## src/rtl/accum_pkg.sv

```systemverilog
// Shared types for the accumulator bank: operation codes and their width.
package accum_pkg;

  localparam int OP_W = 2;

  typedef enum logic [OP_W-1:0] {
    ADD  = 2'd0,
    SUB  = 2'd1,
    LOAD = 2'd2,
    CLR  = 2'd3
  } op_e;

endpackage

```

## src/rtl/strobe_filter.sv

```systemverilog
// Debounces an active-low button level and emits a one-cycle event per accepted
// falling edge. An event needs a high level seen since reset, so a strobe held low through reset is ignored.
module strobe_filter #(
  parameter int DEBOUNCE = 0
) (
  input  logic clk_i,
  input  logic rst_ni,
  input  logic strobe_ni,
  output logic event_o
);

  logic r_filt;
  logic r_filt_d;
  logic r_armed;

  generate
    if (DEBOUNCE == 0) begin : g_direct
      // NOTE: state registers use non-blocking assignments so every flop samples pre-edge values.
      always_ff @(posedge clk_i or negedge rst_ni) begin
        if (!rst_ni) r_filt <= 1'b1;
        else         r_filt <= strobe_ni;
      end
    end else begin : g_debounce
      localparam int CNT_W = $clog2(DEBOUNCE + 1);
      logic [CNT_W-1:0] r_cnt;

      // A new level is taken on the edge after it has differed for DEBOUNCE edges.
      always_ff @(posedge clk_i or negedge rst_ni) begin
        if (!rst_ni) begin
          r_filt <= 1'b1;
          r_cnt  <= '0;
        end else if (strobe_ni == r_filt) begin
          r_cnt <= '0;
        end else if (r_cnt == CNT_W'(DEBOUNCE)) begin
          r_filt <= strobe_ni;
          r_cnt  <= '0;
        end else begin
          r_cnt <= r_cnt + 1'b1;
        end
      end
    end
  endgenerate

  always_ff @(posedge clk_i or negedge rst_ni) begin
    if (!rst_ni) begin
      r_filt_d <= 1'b1;
      r_armed  <= 1'b0;
    end else begin
      r_filt_d <= r_filt;
      r_armed  <= r_armed | strobe_ni;
    end
  end

  assign event_o = r_armed & r_filt_d & ~r_filt;

endmodule

```

## src/rtl/accum_bank.sv

```systemverilog
// Bank of NUM_CH accumulators sharing one adder/subtractor, driven by a
// debounced active-low strobe; reports completion, bad channel and sticky overflow.
module accum_bank
  import accum_pkg::*;
#(
  parameter int WIDTH    = 20,
  parameter int NUM_CH   = 4,
  parameter int DEBOUNCE = 0,
  parameter int SATURATE = 0,
  localparam int CH_W    = (NUM_CH > 1) ? $clog2(NUM_CH) : 1
) (
  input  logic                    clk_i,
  input  logic                    rst_ni,
  input  logic                    op_ni,
  input  logic [OP_W-1:0]         op_i,
  input  logic [CH_W-1:0]         ch_i,
  input  logic [WIDTH-1:0]        number_i,
  output logic [NUM_CH*WIDTH-1:0] result_o,
  output logic [NUM_CH-1:0]       ovf_o,
  output logic                    done_o,
  output logic                    err_o
);

  logic [WIDTH-1:0]  r_acc [NUM_CH];
  logic [NUM_CH-1:0] r_ovf;
  logic              r_done;
  logic              r_err;

  logic              w_event;
  logic              w_ch_ok;
  op_e               w_op;
  logic [WIDTH-1:0]  w_acc;
  logic [WIDTH:0]    w_sum;
  logic [WIDTH:0]    w_diff;
  logic [WIDTH-1:0]  w_next;
  logic              w_flow;
  logic              w_clr_flag;

  strobe_filter #(.DEBOUNCE(DEBOUNCE)) u_filter (
    .clk_i    (clk_i),
    .rst_ni   (rst_ni),
    .strobe_ni(op_ni),
    .event_o  (w_event)
  );

  assign w_ch_ok = (32'(ch_i) < NUM_CH);
  assign w_op    = op_e'(op_i);

  // Mux the addressed channel; an out-of-range index reads as zero and is never written.
  always_comb begin
    w_acc = '0;
    for (int k = 0; k < NUM_CH; k++) begin
      if (32'(ch_i) == k) w_acc = r_acc[k];
    end
  end

  // Carry/borrow lands in the extra top bit.
  assign w_sum  = {1'b0, w_acc} + {1'b0, number_i};
  assign w_diff = {1'b0, w_acc} - {1'b0, number_i};

  // NOTE: every combinational output gets a default first, so no path leaves it unassigned (no latch).
  always_comb begin
    w_next     = w_acc;
    w_flow     = 1'b0;
    w_clr_flag = 1'b0;
    case (w_op)
      ADD: begin
        w_flow = w_sum[WIDTH];
        w_next = (SATURATE != 0 && w_flow) ? {WIDTH{1'b1}} : w_sum[WIDTH-1:0];
      end
      SUB: begin
        w_flow = w_diff[WIDTH];
        w_next = (SATURATE != 0 && w_flow) ? '0 : w_diff[WIDTH-1:0];
      end
      LOAD: begin
        w_next     = number_i;
        w_clr_flag = 1'b1;
      end
      CLR: begin
        w_next     = '0;
        w_clr_flag = 1'b1;
      end
    endcase
  end

  // NOTE: channel storage is reset explicitly because its value is visible on result_o straight out of reset.
  always_ff @(posedge clk_i or negedge rst_ni) begin
    if (!rst_ni) begin
      for (int k = 0; k < NUM_CH; k++) r_acc[k] <= '0;
      r_ovf  <= '0;
      r_done <= 1'b0;
      r_err  <= 1'b0;
    end else begin
      r_done <= w_event & w_ch_ok;
      r_err  <= w_event & ~w_ch_ok;
      if (w_event && w_ch_ok) begin
        for (int k = 0; k < NUM_CH; k++) begin
          if (32'(ch_i) == k) begin
            r_acc[k] <= w_next;
            if (w_clr_flag)  r_ovf[k] <= 1'b0;
            else if (w_flow) r_ovf[k] <= 1'b1;
          end
        end
      end
    end
  end

  generate
    for (genvar g = 0; g < NUM_CH; g++) begin : g_out
      assign result_o[g*WIDTH +: WIDTH] = r_acc[g];
    end
  endgenerate

  assign ovf_o  = r_ovf;
  assign done_o = r_done;
  assign err_o  = r_err;

endmodule

```

## config.mk

```make
export PLATFORM = sky130hd
export DESIGN_NAME = accum_bank
export DESIGN_NICKNAME = d
export VERILOG_FILES = /design/src/rtl/accum_pkg.sv /design/src/rtl/strobe_filter.sv /design/src/rtl/accum_bank.sv
export SDC_FILE = /design/constraint.sdc
export NUM_CORES = 1
export LEC_CHECK = 0
export CAP_MARGIN = 20
export CELL_PAD_IN_SITES_DETAIL_PLACEMENT = 0
export CELL_PAD_IN_SITES_GLOBAL_PLACEMENT = 1
export CORE_MARGIN = 2
export CORE_UTILIZATION = 44
export DETAILED_ROUTE_END_ITERATION = 10
export MAX_ROUTING_LAYER = met4
export PLACE_DENSITY = 0.92
export SETUP_SLACK_MARGIN = 0.02
export SYNTH_ARGS = -nofsm -noshare
export SYNTH_HDL_FRONTEND = slang
export SYNTH_SLANG_ARGS = --single-unit
```

## constraint.sdc

```tcl
create_clock -name clk_i -period 10.85 [get_ports clk_i]
set_input_delay 3.255 -clock clk_i [delete_from_list [all_inputs] [get_ports clk_i]]
set_output_delay 3.255 -clock clk_i [all_outputs]
set_load 0.02 [all_outputs]
```

# Word-level counts from Yosys, hierarchy flattened
# Index checks and enable logic that the tools add are counted.
# word_totals
regBits	88
output_inout_bits	86
elab_cells	45
# op_classes
n_addsub	2
n_eq_ne	6
muxes	9
bitwise	4
n_reduce_logical	12
# op_table
op	n
20-bit two-way mux	4
20-bit one-hot mux with 4 select lines	1
20-bit by 20-bit adder with 21-bit output	1
20-bit by 20-bit subtractor with 21-bit output	1
3-bit AND reduction	4
2-bit == test, second input constant	4
2-bit AND reduction	4
2-bit by 1-bit == test with 1-bit output, second input constant	2
2-bit logical NOT	2
1-bit two-way mux	3
1-bit bitwise AND	2
1-bit one-hot mux with 2 select lines	1
2-bit nonzero test	1
2-bit OR reduction	1
1-bit inverter	1
1-bit bitwise OR	1

# Depth between registers and ports, before layout
# Gate-level depths: netlist of run 1.
# logic_depth
word_depth	9
mapped_depth	16
mapped_depth_nobuf	14

# Cells and area by module
# A second synthesis of run 1 with hierarchy kept.
# unflattened
cells_unflattened	710
area_unflattened_um2	6227.2
# by_module_without_submodules
module	n_inst	cells_each	area_each_um2	seq_area_each_um2
accum_bank	1	705	6134.6	2127.0
strobe_filter	1	5	92.6	77.6

# Least setup slack after synthesis of run 1
# No wires, ideal clock.
# synth_timing
path_kind	in2reg
from	in ch_i[0]
to	reg r_ovf[0] (netlist: ovf_o[0])
arrival_time_ns	7.130
required_ns	10.722
path_slack_ns	3.593
path_stages	16
n_path_buf	2
cell_sequence	clkbuf_1 > clkbuf_1 > mux4_2 > inv_1 > ha_1 > inv_1 > fa_1 > a211oi_2 > o21ai_1 > a311o_1 > a41oi_2 > o221a_2 > o21ai_1 > a31oi_2 > nand2_1 > mux2_1
# synth_between
elab_chain_cells	9
elab_cells_between_ends	13
classes_between	2 x add/sub; 3 x eq/ne; 5 x mux; 3 x reduce/logical
# synth_rtl
item	line	text
from (decl)	accum_bank.sv:16	input logic [CH_W-1:0] ch_i,
2-bit logical NOT	accum_bank.sv:53, accum_bank.sv:98	
20-bit two-way mux (4 in series)	accum_bank.sv:53	if (32'(ch_i) == k) w_acc = r_acc[k];
20-bit by 20-bit subtractor with 21-bit output / 20-bit by 20-bit adder with 21-bit output (equally long branches)	accum_bank.sv:59, accum_bank.sv:58	
1-bit one-hot mux with 2 select lines	accum_bank.sv:66	case (w_op)
2-bit nonzero test (no source line)	-	
3-bit AND reduction (no source line) *	-	
to (signal assigned)	accum_bank.sv:90	r_ovf <= '0;
to (signal, indexed assignment)	accum_bank.sv:100	if (w_clr_flag) r_ovf[k] <= 1'b0;
to (signal, indexed assignment)	accum_bank.sv:101	else if (w_flow) r_ovf[k] <= 1'b1;
to (decl)	accum_bank.sv:25	logic [NUM_CH-1:0] r_ovf;
# Mark *: on every way between the ends. The rest lies on a longest branch, timed or not.
# A chain may end at the register's enable or synchronous reset.

# Worst setup path after layout of run 1
# Ends and elaborated chain as after synthesis.

==> results of run 1 <==
==> layout make-up <==
cell class,count,area [µm²]
well taps,176,220
clock inverters,7,120
clock buffers,9,225
fillers,1136,5670
flip-flops and latches,88,2200
inverters,44,165
multi-input cells,477,3550
repair buffers,120,1200
==> per-layer routing <==
metal  vias up  track usage  wire length, µm
met2       227        0.408             8780
met5         -            -                0
met3        24       0.0465             1310
met4         0       0.0539              233
li1       2483            -                -
met1      2688        0.362             8100
==> cell usage in the layout, fill, tap and decap left out, types with 10 or more instances in the layout <==
master	count
ha_1	41
a21oi_1	60
mux2_2	28
dfrtp_1	86
o21ai_0	45
inv_1	43
xnor2_1	15
a31oi_1	10
mux4_2	20
nand2_1	55
clkdlybuf4s50_1	110
nor3_1	10
a22oi_1	10
nor2_1	64
==> flip-flops by register name, summed over array words and instances, names as in the netlist <==
| register | count |
|---|---|
| u_filter.r_armed | 1 |
| result_o | 80 |
| u_filter.r_filt_d | 1 |
| done_o | 1 |
| u_filter.r_filt | 1 |
| ovf_o | 4 |
==> worst min path at each step <==
stage	startpoint	endpoint	slack, ns	depth (start not counted)
finish	u_filter.r_filt	u_filter.r_filt_d	0.38	0
global route	u_filter.r_filt	u_filter.r_filt_d	0.39	0
CTS	u_filter.r_filt	u_filter.r_filt_d	0.38	0
detailed placement	u_filter.r_filt	u_filter.r_filt_d	0.37	0
global placement	u_filter.r_filt	u_filter.r_filt_d	0.37	0
floorplan	u_filter.r_filt	u_filter.r_filt_d	0.36	0
==> cell families (layout without fill, tap and decap cells) <==
kind of cell               after synthesis  count (layout)  share of synthesized area
AOI/OAI and AO/OA                      185             185                      0.197
xor gates and xnor gates                18              18                     0.0260
adders and majority gates               43              43                     0.0912
buffers and inverters                   78             180                     0.0534
DFF                                     88              88                      0.363
muxes                                   57              57                      0.142
other                                    1               1                   0.000618
and+or+nand+nor                        173             173                      0.126
==> power groups by stage <==
| stage | Clock (µW) | Sequential, µW | Combinational [µW] |
|---|---|---|---|
| after floorplan | 0 | 683 | 655 |
| after global placement | 0 | 559 | 1220 |
| after detailed placement | 0 | 564 | 1240 |
| after CTS | 358 | 563 | 1250 |
| after global routing | 367 | 580 | 1360 |
| final | 351 | 566 | 1270 |
==> per-stage QoR <==
stage / utilization / hold WS, ns
after CTS: 0.573 / 0.383
after global placement: 0.547 / 0.370
after floorplan: - / 0.361
after detailed placement: 0.547 / 0.374
after global routing: 0.575 / 0.393
final: 0.575 / 0.383
==> critical path: stages <==
cell and delay (ns):
clkdlybuf4s50_1 0.45, buf_4 0.41, mux4_2 0.58, inv_1 0.07, ha_1 0.15, inv_1 0.05
fa_1 0.44, a211oi_2 0.26, o21ai_1 0.10, a311o_1 0.41, a41oi_2 0.34, o221a_2 0.26
o21ai_1 0.09, a31oi_2 0.32, nand2_1 0.12, mux2_1 0.32
==> flow_metrics.py, run 1 <==
metrics = {
    "synthesis": {
        "synth_most_common_cell": "dfrtp_1",
        "netlist_area_mm2": 0.00607,
        "synthFlopType": "dfrtp_1",
        "yosys.area.top_type": "dfrtp_1",
        "ys_seq_elements": 88,
        "synth-edff-count": 0,
        "syn_nets": 713,
        "synth_area_per_cell_um2": 9.43,
        "synth_area_leaders": "dfrtp_1 35%, ha_1 8.5%, mux4_2 7.4%",
        "ys_seq_area_frac": 0.363,
        "synth_cell_types": 67,
        "async_flop_share": 1.00,
        "yosys-top-cells-count": "86 x dfrtp_1, 66 x nor2_1, 60 x a21oi_1",
        "ys_warn_count": 0,
        "synth_top_area_frac": 0.355,
        "netlist_instances": 643,
    },
    "pwr": {
        "power.switching_uw": 947,
        "power_frac_comb": 0.581,
        "swShare": 0.433,
        "p_clk_frac": 0.160,
        "vdd_drop_max_v": 0.000202,
        "powerDensity_mw_per_mm2": 285,
        "p_total_uw": 2190,
        "p_int_uw": 1240,
        "p_leak_uw": 0.00328,
        "power_frac_seq": 0.259,
    },
    "placed_design": {
        "dp_hpwl_mm": 13.6,
        "gp_congestion": 0.973,
        "io_buffers": 111,
        "place_worst_setup_slack_ns": 3.13,
        "placed_cell_area_mm2": 0.00731,
        "placed_cells": 904,
    },
    "clocking": {
        "cts_inserted_buffers": 9,
        "path_clk_slew_ns": 0.06,
        "worst_skew_pair.late_latency_ns": 0.35,
        "postCtsHoldBufs": 0,
        "cts_tree": "yes",
        "cts_resized": 0,
        "clockBufferDepth": 2,
        "cts_root_buf": "clkbuf_16",
        "post-cts-setup-buffer-count": 0,
        "htree_levels": 3,
        "clock-sinks": 88,
    },
    "layout": {
        "diodes": 0,
        "nets": 810,
        "area_delta_synth_final_pct": 26.6,
        "finalNonFillerCells": 921,
        "layout-drive-gt1-share": 0.126,
        "fin_area_mm2": 0.00768,
    },
    "worst_setup_path": {
        "crit_start": "ch_i[0]",
        "rr_endpoint": "ovf_o[0]",
        "critPathMaxFanout": 24,
        "worstSetupEndpoint": "ovf_o[0]",
        "critPathKind": "in -> reg",
        "cp_data_arrival_time_ns": 7.65,
        "start_kind": "primary input",
        "crit_required_ns": 11.07,
        "end_kind": "flip-flop",
        "timing.rr.start": "result_o[40]",
        "rr_worst_depth": 14,
        "reg2reg_slack_ns": 6.84,
    },
    "global_routing": {
        "antenna_found_initial": 0,
        "grt_use_total": 0.261,
        "grt_pass1_wl_mm": 28.8,
        "grt_remaining_overflow": 0,
        "grt_pass1_vias": 5331,
        "grt_start_max_net_pins": 89,
    },
    "sta": {
        "min_period_over_period": 0.685,
        "maxSlewHeadroom": 0.361,
        "layout_setup_ws_ns": 3.42,
        "worst_pin_slew_ns": 0.957,
        "finClkSkew_ns": 0.00958,
        "rsz0062_at_grt": "false",
        "tns_ns": 0,
        "fmax_ghz": 0.135,
        "report.final.hold_viol_count": 0,
        "min_period_ns": 7.43,
        "setup-violations-final": 0,
        "slew_violations": 0,
    },
    "run": {
        "cap_viol_max_count": 0,
    },
    "route": {
        "routedWlPerCell_um": 20.0,
        "drc": 0,
        "vias_per_cell": 5.89,
        "via_count": 5422,
        "drtPass1Iterations": 8,
        "routed_wl_mm": 18.4,
        "ant_nets": 0,
        "drtIter0Drc": 498,
    },
    "status": {
        "status": "finished, final reports clean",
    },
    "hold_path": {
        "hp-class": "reg -> reg",
    },
    "die": {
        "num_rows": 42,
        "initial_utilization": 0.454,
        "dieArea_mm2": 0.0147,
        "chipWidth_um": 121,
        "io_pins": 113,
        "coreArea_mm2": 0.0133,
        "die_h_um": 121,
    },
}
No activity file was read; power rests on OpenSTA's default activity.
==> inputs of run 2 (changes only) <==
--- a/config.mk
+++ b/config.mk
@@ -9,10 +9,10 @@
 export CELL_PAD_IN_SITES_DETAIL_PLACEMENT = 0
 export CELL_PAD_IN_SITES_GLOBAL_PLACEMENT = 1
 export CORE_MARGIN = 2
-export CORE_UTILIZATION = 44
+export CORE_UTILIZATION = 41
 export DETAILED_ROUTE_END_ITERATION = 10
 export MAX_ROUTING_LAYER = met4
-export PLACE_DENSITY = 0.92
+export PLACE_DENSITY = 0.87
 export SETUP_SLACK_MARGIN = 0.02
 export SYNTH_ARGS = -nofsm -noshare
 export SYNTH_HDL_FRONTEND = slang
==> constraint.sdc (replaced) <==
create_clock -name clk_i -period 7.7 [get_ports clk_i]
set_input_delay 2.31 -clock clk_i [delete_from_list [all_inputs] [get_ports clk_i]]
set_output_delay 2.31 -clock clk_i [all_outputs]
set_load 0.02 [all_outputs]
==> run 2 against run 1 <==
Compared with the run above: non-clock buffer count grew 1; register-to-register slack lost 3.2 ns; clock power grew 31%; utilization shrank 4.6 points; sequential power grew 41%; combinational power grew 40%; via count shrank 0.55%; clock skew shrank 0.0015 ns; cell area shrank 0.16%; largest cell class unchanged.
==> flow_metrics.py, run 2 (synthesis results as in run 1) <==
metrics = {
    "sta": {
        "finClkSkew_ns": 0.00811,
        "fmax_ghz": 0.149,
        "worst_pin_slew_ns": 0.945,
        "slew_violations": 0,
        "setup-violations-final": 0,
        "min_period_ns": 6.72,
        "report.final.hold_viol_count": 0,
        "min_period_over_period": 0.873,
        "maxSlewHeadroom": 0.370,
        "rsz0062_at_grt": "false",
        "tns_ns": 0,
    },
    "clocking": {
        "post-cts-setup-buffer-count": 0,
        "worst_skew_pair.late_latency_ns": 0.34,
        "clock-sinks": 88,
        "cts_root_buf": "clkbuf_16",
        "clockBufferDepth": 2,
        "postCtsHoldBufs": 0,
        "cts_tree": "yes",
        "htree_levels": 3,
        "cts_inserted_buffers": 9,
        "path_clk_slew_ns": 0.06,
        "cts_resized": 0,
    },
    "worst_setup_path": {
        "cp_data_arrival_time_ns": 7.00,
        "timing.rr.start": "result_o[60]",
        "critPathMaxFanout": 10,
        "rr_endpoint": "result_o[10]",
        "crit_path_cell_trace": "clkdlybuf4s50_1, buf_4, mux4_2, fa_1, nand2b_1, a221oi_1, nor4_1, nor2_1, o21bai_1, a22oi_1, xnor2_1, o21ai_0, mux2_2",
        "reg2reg_slack_ns": 3.60,
        "worstSetupEndpoint": "result_o[10]",
        "start_kind": "primary input",
        "crit_slowest_cell": "clkdlybuf4s50_1",
        "rr_worst_depth": 12,
        "crit_required_ns": 7.98,
        "crit_start": "ch_i[0]",
        "end_kind": "flip-flop",
        "slowest_delay_ns": 0.92,
        "critPathKind": "in -> reg",
    },
    "die": {
        "initial_utilization": 0.419,
        "num_rows": 44,
        "coreArea_mm2": 0.0145,
        "dieArea_mm2": 0.0158,
        "chipWidth_um": 126,
        "io_pins": 113,
        "die_h_um": 126,
    },
    "pwr": {
        "vdd_drop_max_v": 0.000232,
        "powerDensity_mw_per_mm2": 397,
        "p_leak_uw": 0.00327,
    },
    "route": {
        "ant_nets": 0,
        "via_count": 5392,
        "routed_wl_mm": 18.5,
        "routedWlPerCell_um": 19.9,
        "drc": 0,
        "drtIter0Drc": 608,
        "drtPass1Iterations": 6,
        "vias_per_cell": 5.80,
    },
    "global_routing": {
        "grt_remaining_overflow": 0,
        "grt_pass1_vias": 5337,
        "antenna_found_initial": 0,
        "grt_start_max_net_pins": 89,
        "grt_pass1_wl_mm": 29.0,
        "grt_use_total": 0.239,
    },
    "layout": {
        "area_delta_synth_final_pct": 26.4,
        "nets": 811,
        "largest_reg_flops": 80,
        "final_cell_mix": "110 x clkdlybuf4s50_1, 86 x dfrtp_1, 64 x nor2_1",
        "layout-drive-gt1-share": 0.123,
        "layout_commonest_cell": "clkdlybuf4s50_1",
        "diodes": 0,
        "finish.utilization": 0.530,
    },
    "hold_path": {
        "hp-class": "reg -> reg",
        "min_from": "u_filter.r_filt",
    },
    "placed_design": {
        "gp_congestion": 0.924,
        "io_buffers": 111,
        "dp_hpwl_mm": 13.9,
    },
    "run": {
        "cap_viol_max_count": 0,
    },
    "status": {
        "status": "finished, final reports clean",
    },
}
## run 2: changes by cell type in the layout (fill, tap and decap cells not counted)
cell / before / now
buf_4: 9 / 10
clkinv_4: 2 / 0
clkbuf_8: 0 / 1
clkinvlp_4: 1 / 0
bufinv_16: 3 / 2
clkbuf_1: 0 / 3
## run 2: worst min-delay path by stage
stage / endpoint / slack, ns / cells after the start
after CTS: u_filter.r_filt_d / 0.38 / 0
final: u_filter.r_filt_d / 0.39 / 0
after global routing: u_filter.r_filt_d / 0.39 / 0
after detailed placement: u_filter.r_filt_d / 0.37 / 0
after global placement: u_filter.r_filt_d / 0.37 / 0
after floorplan: u_filter.r_filt_d / 0.36 / 0
## run 2: cell type report
type | count | area (µm²)
tap | 184 | 230
multi-input combinational | 477 | 3550
inverter | 44 | 165
sequential | 88 | 2200
fill | 1263 | 6810
timing repair buffer | 121 | 1200
clock inverter | 3 | 65.1
clock buffer | 13 | 250
## run 2: power breakdown
part | switching (µW) | internal (µW)
clock network | 167 | 293
registers | 161 | 636
logic | 987 | 796
total | 1320 | 1720
## run 2: critical path: cells and delay by family
kind / cells / cell delay (ns)
buf+inv: 2 / 1.20
fa+ha+maj: 1 / 0.42
xor+xnor: 1 / 0.14
compound gates: 4 / 1.05
mux: 2 / 0.88
simple gates: 3 / 0.97
## run 2: per-layer routing
metal,up-vias,part of all wire,global-route usage
li1,2489,-,-
met1,2680,0.45,0.336
met2,196,0.47,0.371
met3,27,0.060,0.0293
met4,0,0.014,0.0582
met5,-,0,-
## run 2: stage by stage
stage	area (µm²)	instances	setup WS, ns	total power [µW]	hold slack (ns)
final	7670	930	0.979	3040	0.386
after floorplan	6070	643	1.39	1890	0.361
after CTS	7640	929	1.10	3030	0.384
after global routing	7670	930	0.632	3220	0.388
after detailed placement	7320	913	0.745	2550	0.372
after global placement	7320	913	0.820	2520	0.371
